[src/rtl/hazard_pkg.sv]
// ---------------------------------------------------------------------------
// hazard_pkg
// Shared types and constants for the 5-stage pipeline sequencer.
//   hz_state_t   : sequencer FSM states
//   halt_cause_t : encoding reported on halt_cause
//   RF_SEL_LOAD  : rf_wr_sel value the decoder/ctrl uses for loads
// ---------------------------------------------------------------------------
package hazard_pkg;

    typedef enum logic [1:0] {
        ST_RUN      = 2'b00,
        ST_MEM_WAIT = 2'b01,
        ST_DRAIN    = 2'b10,
        ST_HALTED   = 2'b11
    } hz_state_t;

    typedef enum logic [1:0] {
        HC_NONE   = 2'b00,
        HC_EBREAK = 2'b01,
        HC_ECALL  = 2'b10,
        HC_MEMTO  = 2'b11
    } halt_cause_t;

    localparam logic [1:0] RF_SEL_LOAD = 2'b11;

endpackage

[src/rtl/hazard_loaduse_detect.sv]
// ---------------------------------------------------------------------------
// hazard_loaduse_detect
// Purely combinational load-use compare between the instruction in EX and
// the instruction in ID.
//   id_rs1/id_rs2, id_rs1_used/id_rs2_used : ID source operands
//   ex_rd, ex_rf_wr_en, ex_rf_wr_sel       : EX destination info
//   hazard                                 : EX is a load whose rd feeds ID
// ---------------------------------------------------------------------------
module hazard_loaduse_detect
    import hazard_pkg::*;
(
    input  logic [4:0] id_rs1,
    input  logic [4:0] id_rs2,
    input  logic       id_rs1_used,
    input  logic       id_rs2_used,
    input  logic [4:0] ex_rd,
    input  logic       ex_rf_wr_en,
    input  logic [1:0] ex_rf_wr_sel,
    output logic       hazard
);

    logic ex_is_load;
    logic rs1_match;
    logic rs2_match;

    // x0 is never a real producer, so a load to x0 cannot create a hazard.
    assign ex_is_load = ex_rf_wr_en && (ex_rf_wr_sel == RF_SEL_LOAD) && (ex_rd != 5'd0);
    assign rs1_match  = id_rs1_used && (id_rs1 == ex_rd);
    assign rs2_match  = id_rs2_used && (id_rs2 == ex_rd);
    assign hazard     = ex_is_load && (rs1_match || rs2_match);

endmodule

[src/rtl/hazard_ctrl.sv]
// ---------------------------------------------------------------------------
// hazard_ctrl
// Pipeline sequencer for the 5-stage core. Drives stall/flush of every
// pipeline register from the FSM state and the current-cycle requests.
//   Inputs : decoder flags of the instruction in ID, EX destination/redirect,
//            MEM data-access handshake (mem_req/mem_ready), resume pulse.
//   Outputs: pc/if_id/id_ex/ex_mem stall, if_id/id_ex/mem_wb flush,
//            halted + halt_cause, saturating stall_cycles, fsm_state.
// Request priority in RUN: freeze > redirect > halt request > load-use.
// The data-memory handshake: mem_req marks an access in MEM; the access
// completes in the cycle mem_ready is high, otherwise the whole pipe holds.
// ---------------------------------------------------------------------------
module hazard_ctrl
    import hazard_pkg::*;
#(
    parameter int MEM_TIMEOUT  = 64,
    parameter int DRAIN_CYCLES = 3,
    parameter int CNT_W        = 32
) (
    input  logic             clk,
    input  logic             rst,
    input  logic [4:0]       id_rs1,
    input  logic [4:0]       id_rs2,
    input  logic             id_rs1_used,
    input  logic             id_rs2_used,
    input  logic             id_is_syscall,
    input  logic             id_is_debug,
    input  logic [4:0]       ex_rd,
    input  logic             ex_rf_wr_en,
    input  logic [1:0]       ex_rf_wr_sel,
    input  logic             ex_redirect,
    input  logic             mem_req,
    input  logic             mem_ready,
    input  logic             resume,
    output logic             pc_stall,
    output logic             if_id_stall,
    output logic             if_id_flush,
    output logic             id_ex_stall,
    output logic             id_ex_flush,
    output logic             ex_mem_stall,
    output logic             mem_wb_flush,
    output logic             halted,
    output logic [1:0]       halt_cause,
    output logic [CNT_W-1:0] stall_cycles,
    output hz_state_t        fsm_state
);

    localparam int WAIT_W  = $clog2(MEM_TIMEOUT);
    localparam int DRAIN_W = $clog2(DRAIN_CYCLES + 1);

    localparam logic [WAIT_W-1:0]  WAIT_LAST  = WAIT_W'(MEM_TIMEOUT - 1);
    localparam logic [WAIT_W-1:0]  WAIT_ONE   = WAIT_W'(1);
    localparam logic [DRAIN_W-1:0] DRAIN_LAST = DRAIN_W'(DRAIN_CYCLES - 1);
    localparam logic [DRAIN_W-1:0] DRAIN_ONE  = DRAIN_W'(1);
    localparam logic [CNT_W-1:0]   CNT_ONE    = CNT_W'(1);

    hz_state_t          state;
    halt_cause_t        cause_q;
    logic [WAIT_W-1:0]  wait_cnt;
    logic [DRAIN_W-1:0] drain_cnt;

    logic lu_hazard;
    logic in_run;
    logic freeze;
    logic run_free;
    logic redirect_now;
    logic halt_req;
    logic loaduse_now;

    hazard_loaduse_detect u_loaduse (
        .id_rs1       (id_rs1),
        .id_rs2       (id_rs2),
        .id_rs1_used  (id_rs1_used),
        .id_rs2_used  (id_rs2_used),
        .ex_rd        (ex_rd),
        .ex_rf_wr_en  (ex_rf_wr_en),
        .ex_rf_wr_sel (ex_rf_wr_sel),
        .hazard       (lu_hazard)
    );

    // MEM_WAIT behaves like RUN once the access completes, so both states
    // share the request evaluation below.
    assign in_run       = (state == ST_RUN) || (state == ST_MEM_WAIT);
    assign freeze       = in_run && mem_req && !mem_ready;
    assign run_free     = in_run && !freeze;
    // A redirect squashes the ID instruction, so its halt/load-use requests vanish.
    assign redirect_now = run_free && ex_redirect;
    assign halt_req     = run_free && !ex_redirect && (id_is_debug || id_is_syscall);
    assign loaduse_now  = run_free && !ex_redirect && !id_is_debug && !id_is_syscall && lu_hazard;

    always_comb begin
        pc_stall     = 1'b0;
        if_id_stall  = 1'b0;
        if_id_flush  = 1'b0;
        id_ex_stall  = 1'b0;
        id_ex_flush  = 1'b0;
        ex_mem_stall = 1'b0;
        mem_wb_flush = 1'b0;
        case (state)
            ST_RUN, ST_MEM_WAIT: begin
                if (freeze) begin
                    pc_stall     = 1'b1;
                    if_id_stall  = 1'b1;
                    id_ex_stall  = 1'b1;
                    ex_mem_stall = 1'b1;
                    mem_wb_flush = 1'b1;
                end else if (redirect_now) begin
                    if_id_flush  = 1'b1;
                    id_ex_flush  = 1'b1;
                end else if (loaduse_now) begin
                    pc_stall     = 1'b1;
                    if_id_stall  = 1'b1;
                    id_ex_flush  = 1'b1;
                end
            end
            ST_DRAIN, ST_HALTED: begin
                // Keep fetching nothing; bubbles flow down behind the halting op.
                pc_stall    = 1'b1;
                if_id_flush = 1'b1;
            end
            default: begin
                pc_stall    = 1'b0;
            end
        endcase
    end

    always_ff @(posedge clk or posedge rst) begin
        if (rst) begin
            state     <= ST_RUN;
            cause_q   <= HC_NONE;
            wait_cnt  <= '0;
            drain_cnt <= '0;
        end else begin
            case (state)
                ST_RUN, ST_MEM_WAIT: begin
                    if (freeze) begin
                        // The freeze cycle that brings the count to MEM_TIMEOUT
                        // aborts the access.
                        if (wait_cnt == WAIT_LAST) begin
                            state    <= ST_HALTED;
                            cause_q  <= HC_MEMTO;
                            wait_cnt <= '0;
                        end else begin
                            state    <= ST_MEM_WAIT;
                            wait_cnt <= wait_cnt + WAIT_ONE;
                        end
                    end else begin
                        wait_cnt <= '0;
                        if (halt_req) begin
                            // The halting instruction leaves ID on this edge.
                            state     <= ST_DRAIN;
                            cause_q   <= id_is_debug ? HC_EBREAK : HC_ECALL;
                            drain_cnt <= '0;
                        end else begin
                            state <= ST_RUN;
                        end
                    end
                end
                ST_DRAIN: begin
                    if (drain_cnt == DRAIN_LAST) begin
                        state     <= ST_HALTED;
                        drain_cnt <= '0;
                    end else begin
                        drain_cnt <= drain_cnt + DRAIN_ONE;
                    end
                end
                ST_HALTED: begin
                    if (resume) begin
                        state   <= ST_RUN;
                        cause_q <= HC_NONE;
                    end
                end
                default: begin
                    state <= ST_RUN;
                end
            endcase
        end
    end

    always_ff @(posedge clk or posedge rst) begin
        if (rst) begin
            stall_cycles <= '0;
        end else if (pc_stall && (stall_cycles != '1)) begin
            stall_cycles <= stall_cycles + CNT_ONE;
        end
    end

    assign halted     = (state == ST_HALTED);
    assign halt_cause = cause_q;
    assign fsm_state  = state;

endmodule

[config.mk]
export PLATFORM = sky130hd
export DESIGN_NAME = hazard_ctrl
export DESIGN_NICKNAME = d
export VERILOG_FILES = /design/src/rtl/hazard_pkg.sv /design/src/rtl/hazard_loaduse_detect.sv /design/src/rtl/hazard_ctrl.sv
export SDC_FILE = /design/constraint.sdc
export NUM_CORES = 1
export LEC_CHECK = 0
export ABC_AREA = 1
export CAP_MARGIN = 0
export CELL_PAD_IN_SITES_DETAIL_PLACEMENT = 1
export CELL_PAD_IN_SITES_GLOBAL_PLACEMENT = 1
export CORE_ASPECT_RATIO = 1.4
export CORE_MARGIN = 2
export CORE_UTILIZATION = 30
export CTS_BUF_LIST = sky130_fd_sc_hd__clkbuf_8
export CTS_CLUSTER_SIZE = 16
export DETAILED_ROUTE_END_ITERATION = 12
export PLACE_DENSITY = 0.82
export REMOVE_ABC_BUFFERS = 1
export SLEW_MARGIN = 20
export SYNTH_ARGS = -nofsm -noshare
export SYNTH_HDL_FRONTEND = slang
export SYNTH_HIERARCHICAL = 1
export SYNTH_SLANG_ARGS = --single-unit
[constraint.sdc]
create_clock -name clk -period 4.03 [get_ports clk]
set_clock_uncertainty 0.1 [all_clocks]
set_input_delay 0.806 -clock clk [delete_from_list [all_inputs] [get_ports clk]]
set_output_delay 0.806 -clock clk [all_outputs]
set_load 0.05 [all_outputs]
==> Implementation_results.wiki <==
{| class="wikitable"
! Metric !! Value
|-
| Dpl cells || about 700
|-
| Wire length of the first global-routing pass || 16400 um
|-
| Ports placed on the boundary || 72
|-
| CTS root buffer || clkbuf_8
|-
| Register bit count reported by yosys || 44
|-
| Startpoint kind of the worst setup timing path || input pin
|-
| Per-cell routed wire length || roughly 14 um
|-
| Count of port buffers added during placement || a little over 70
|-
| Worst Path Max Fanout || 8
|-
| Filler instances || roughly 1300
|-
| Slew @ Worst Pin || around 0.95 ns
|-
| Maximum root-to-sink buffer count || 2
|-
| Setup repair after global routing missed its margin || false
|-
| Post-synthesis instance total || 497
|-
| Die outline height || ~120 um
|-
| Number of nets in the layout || ~600
|-
| DIE AREA || between 10000 and 15000 um^2
|-
| Signal arrival time at the worst endpoint || between 2 and 3 ns
|-
| Critical path capture point type || primary output
|-
| GR Util All Layers || 17.9%
|-
| Number of sinks driven by the clock tree || 44
|-
| Number of setup buffers added after CTS || 0
|-
| Detailed placement HPWL || 7650 um
|-
| Synth top area share || around 36%
|-
| Maximum frequency from static timing analysis || just under 0.3 GHz
|-
| Period Utilization, post-route || between 80% and 90%
|-
| IR drop worst, VDD || ~270 uV
|-
| Final setup fails || 0
|-
| Yosys warnings || 6
|-
| Hold Path Class || reg -> reg
|-
| Antenna-violating nets left || 0
|-
| Hold-fix buffer count after cts || 0
|-
| Tightest slew margin relative to the limit || 36.8%
|-
| Layout-stage area growth over the synthesis result || 29.3%
|-
| Initial Util || about 31%
|-
| Worst setup path category || in -> out
|-
| Primary FF master, synth || dfrtp_1
|-
| Hold violation total from the final report || 0
|-
| Number of global-route vias before repair || ~3600
|-
| Count of max-cap constraint violations || 0
|-
| Cell Pwr Density || 415 nW/um^2
|-
| FFs w/ async S/R, synth || 100%
|-
| TritonCTS clock tree || built
|-
| Via count || between 3000 and 4000
|-
| Final WL || about 9600 um
|-
| Worst path required time || 3.12 ns
|-
| Synth area leader || dfrtp_1
|-
| Cells resized by post-CTS repair || 0
|-
| Post-Syn Area per Cell || roughly 6.2 um^2
|-
| Number of iterations in the first detailed-routing pass || 5
|-
| Count of flip-flops with a built-in enable after synthesis || 0
|-
| Worst hold margin || 0.396 ns
|-
| DRC violations left || 0
|-
| Final count of pins violating max slew || 0
|-
| Static leakage power || between 0.0015 and 0.002 uW
|-
| Antenna violations before repair || 0
|-
| Min Clock Period, post-route || approximately 3.5 ns
|-
| Cell types occupying the most area after synthesis || dfrtp_1 36%, nand2_1 29%, nor2_1 9.1%, inv_1 5.9%, nand3_1 4.0%
|-
| Synthesized cell area || between 3000 and 4000 um^2
|-
| Total congestion overflow after global routing || 0
|-
| TritonCTS Buffers || 5
|-
| Fraction of layout instances using a drive strength above 1 || approximately 4.6%
|-
| Largest net degree at the start of global routing || 45
|-
| Ant. Diodes || 0
|-
| Initial DRC Count || 85
|-
| Number of standard cells in the layout, taps in and fillers out || 704
|-
| Synth cell types || 32
|-
| Total negative slack for setup checks || 0 ns
|-
| CTS H-Tree Depth || 2
|-
| Row cnt || 43
|-
| Number of vias per cell after detailed routing || about 4.7
|-
| Run status || finished, final reports clean
|-
| Final instance area || between 4000 and 5000 um^2
|-
| Clock Pin Slew Worst Setup and Hold Paths || 0.08 ns
|-
| Worst-Skew Late Latency || 0.31 ns
|-
| Cell Area, Placed || around 4000 um^2
|-
| Core region area || around 10000 um^2
|-
| Global placement routability congestion || approximately 0.88
|-
| Overall die width || around 90 um
|-
| Share of the yosys chip area belonging to registers || 35.6%
|}
## kinds of logic (layout without fill, tap and decap cells)
kind of cell / count (synthesis) / count (layout) / share of synthesized area, %
AND/OR/NAND/NOR: 351 / 351 / 45.9
XOR/XNOR: 16 / 16 / 4.53
adder cells (fa/ha/maj): 2 / 2 / 0.808
buffers and inverters: 63 / 135 / 9.29
AO/OA/AOI/OAI: 21 / 21 / 3.92
flip-flops: 44 / 44 / 35.6
## cells in the mapped netlist (all sizes together) (2+ instances only)
cell	n
nand4	3
nand3b	2
nand2	240
xnor2	4
buf	7
nand3	25
o21ai	11
nor2	79
a21oi	5
dfrtp	44
ha	2
inv	54
xor2	12
## state kept, by name (all words and copies together), names as in the netlist
name,count
fsm_state,2
drain_cnt,2
wait_cnt,6
stall_cycles,32
halt_cause,2
## per-layer routing
metal  up-vias  share of wire (%)  GRT usage, %
li1       1645                  -             -
met3        23                4.0          2.91
met1      1562                 37          17.9
met4         0                4.0          8.42
met2        90                 55          35.2
met5         -                  0             0
## layout make-up
type	count	area (um^2)	share of cell area, %
Multi-Input combinational cell	390	1710	42.7
Sequential cell	44	1100	27.5
Inverter	55	211	5.28
Timing Repair Buffer	72	723	18.1
Clock inverter	2	7.51	0.188
Tap cell	135	169	4.22
Clock buffer	6	82.6	2.06
## metrics by stage
stage / setup WS (ns) / power (uW) / utilization, %
2_1_floorplan: 0.660 / 1080 / -
3_3_place_gp: 0.575 / 1360 / 39.1
3_5_place_dp: 0.549 / 1380 / 39.1
4_1_cts: 0.538 / 1690 / 40.0
5_1_grt: 0.451 / 1770 / 40.0
6_report: 0.566 / 1660 / 40.0
## worst paths after layout
| path | start | cells after the start | end | slack [ns] |
|---|---|---|---|---|
| max | mem_req | 4 | id_ex_stall | 0.57 |
| min reg2reg | drain_cnt[1] | 1 | drain_cnt[0] | 0.40 |
| min | drain_cnt[1] | 1 | drain_cnt[0] | 0.40 |
| max reg2reg | stall_cycles[0] | 10 | stall_cycles[23] | 1.80 |
| min in group asynchronous | rst | 2 | stall_cycles[17] | 0.93 |
| max in group asynchronous | rst | 2 | halt_cause[0] | 2.32 |
## power breakdown
part	switching (uW)	total [uW]	leakage (uW)	internal, uW
clock	162	297	0.0000538	135
sequential	86.7	591	0.000595	504
combinational	529	772	0.00122	243
## cell usage in the layout (no fill, tap or decap), types with 2 or more instances in the layout
cell,n
xor2_1,12
nand2_1,236
o21ai_0,7
nand2_4,2
nor2_4,2
nand4_1,3
xnor2_1,4
dfrtp_1,44
inv_2,5
clkdlybuf4s50_1,68
ha_1,2
nand3b_1,2
nor2_1,75
a21oi_1,5
buf_4,3
o21ai_1,3
nor2_2,2
inv_1,50
nand3_1,25
clkbuf_8,6
## worst max-delay path, stage by stage
cell and delay [ns]:
clkdlybuf4s50_1 0.48, nand3_1 0.23, inv_1 0.20, clkdlybuf4s50_1 0.83
Power figures use the tool's default switching activity.
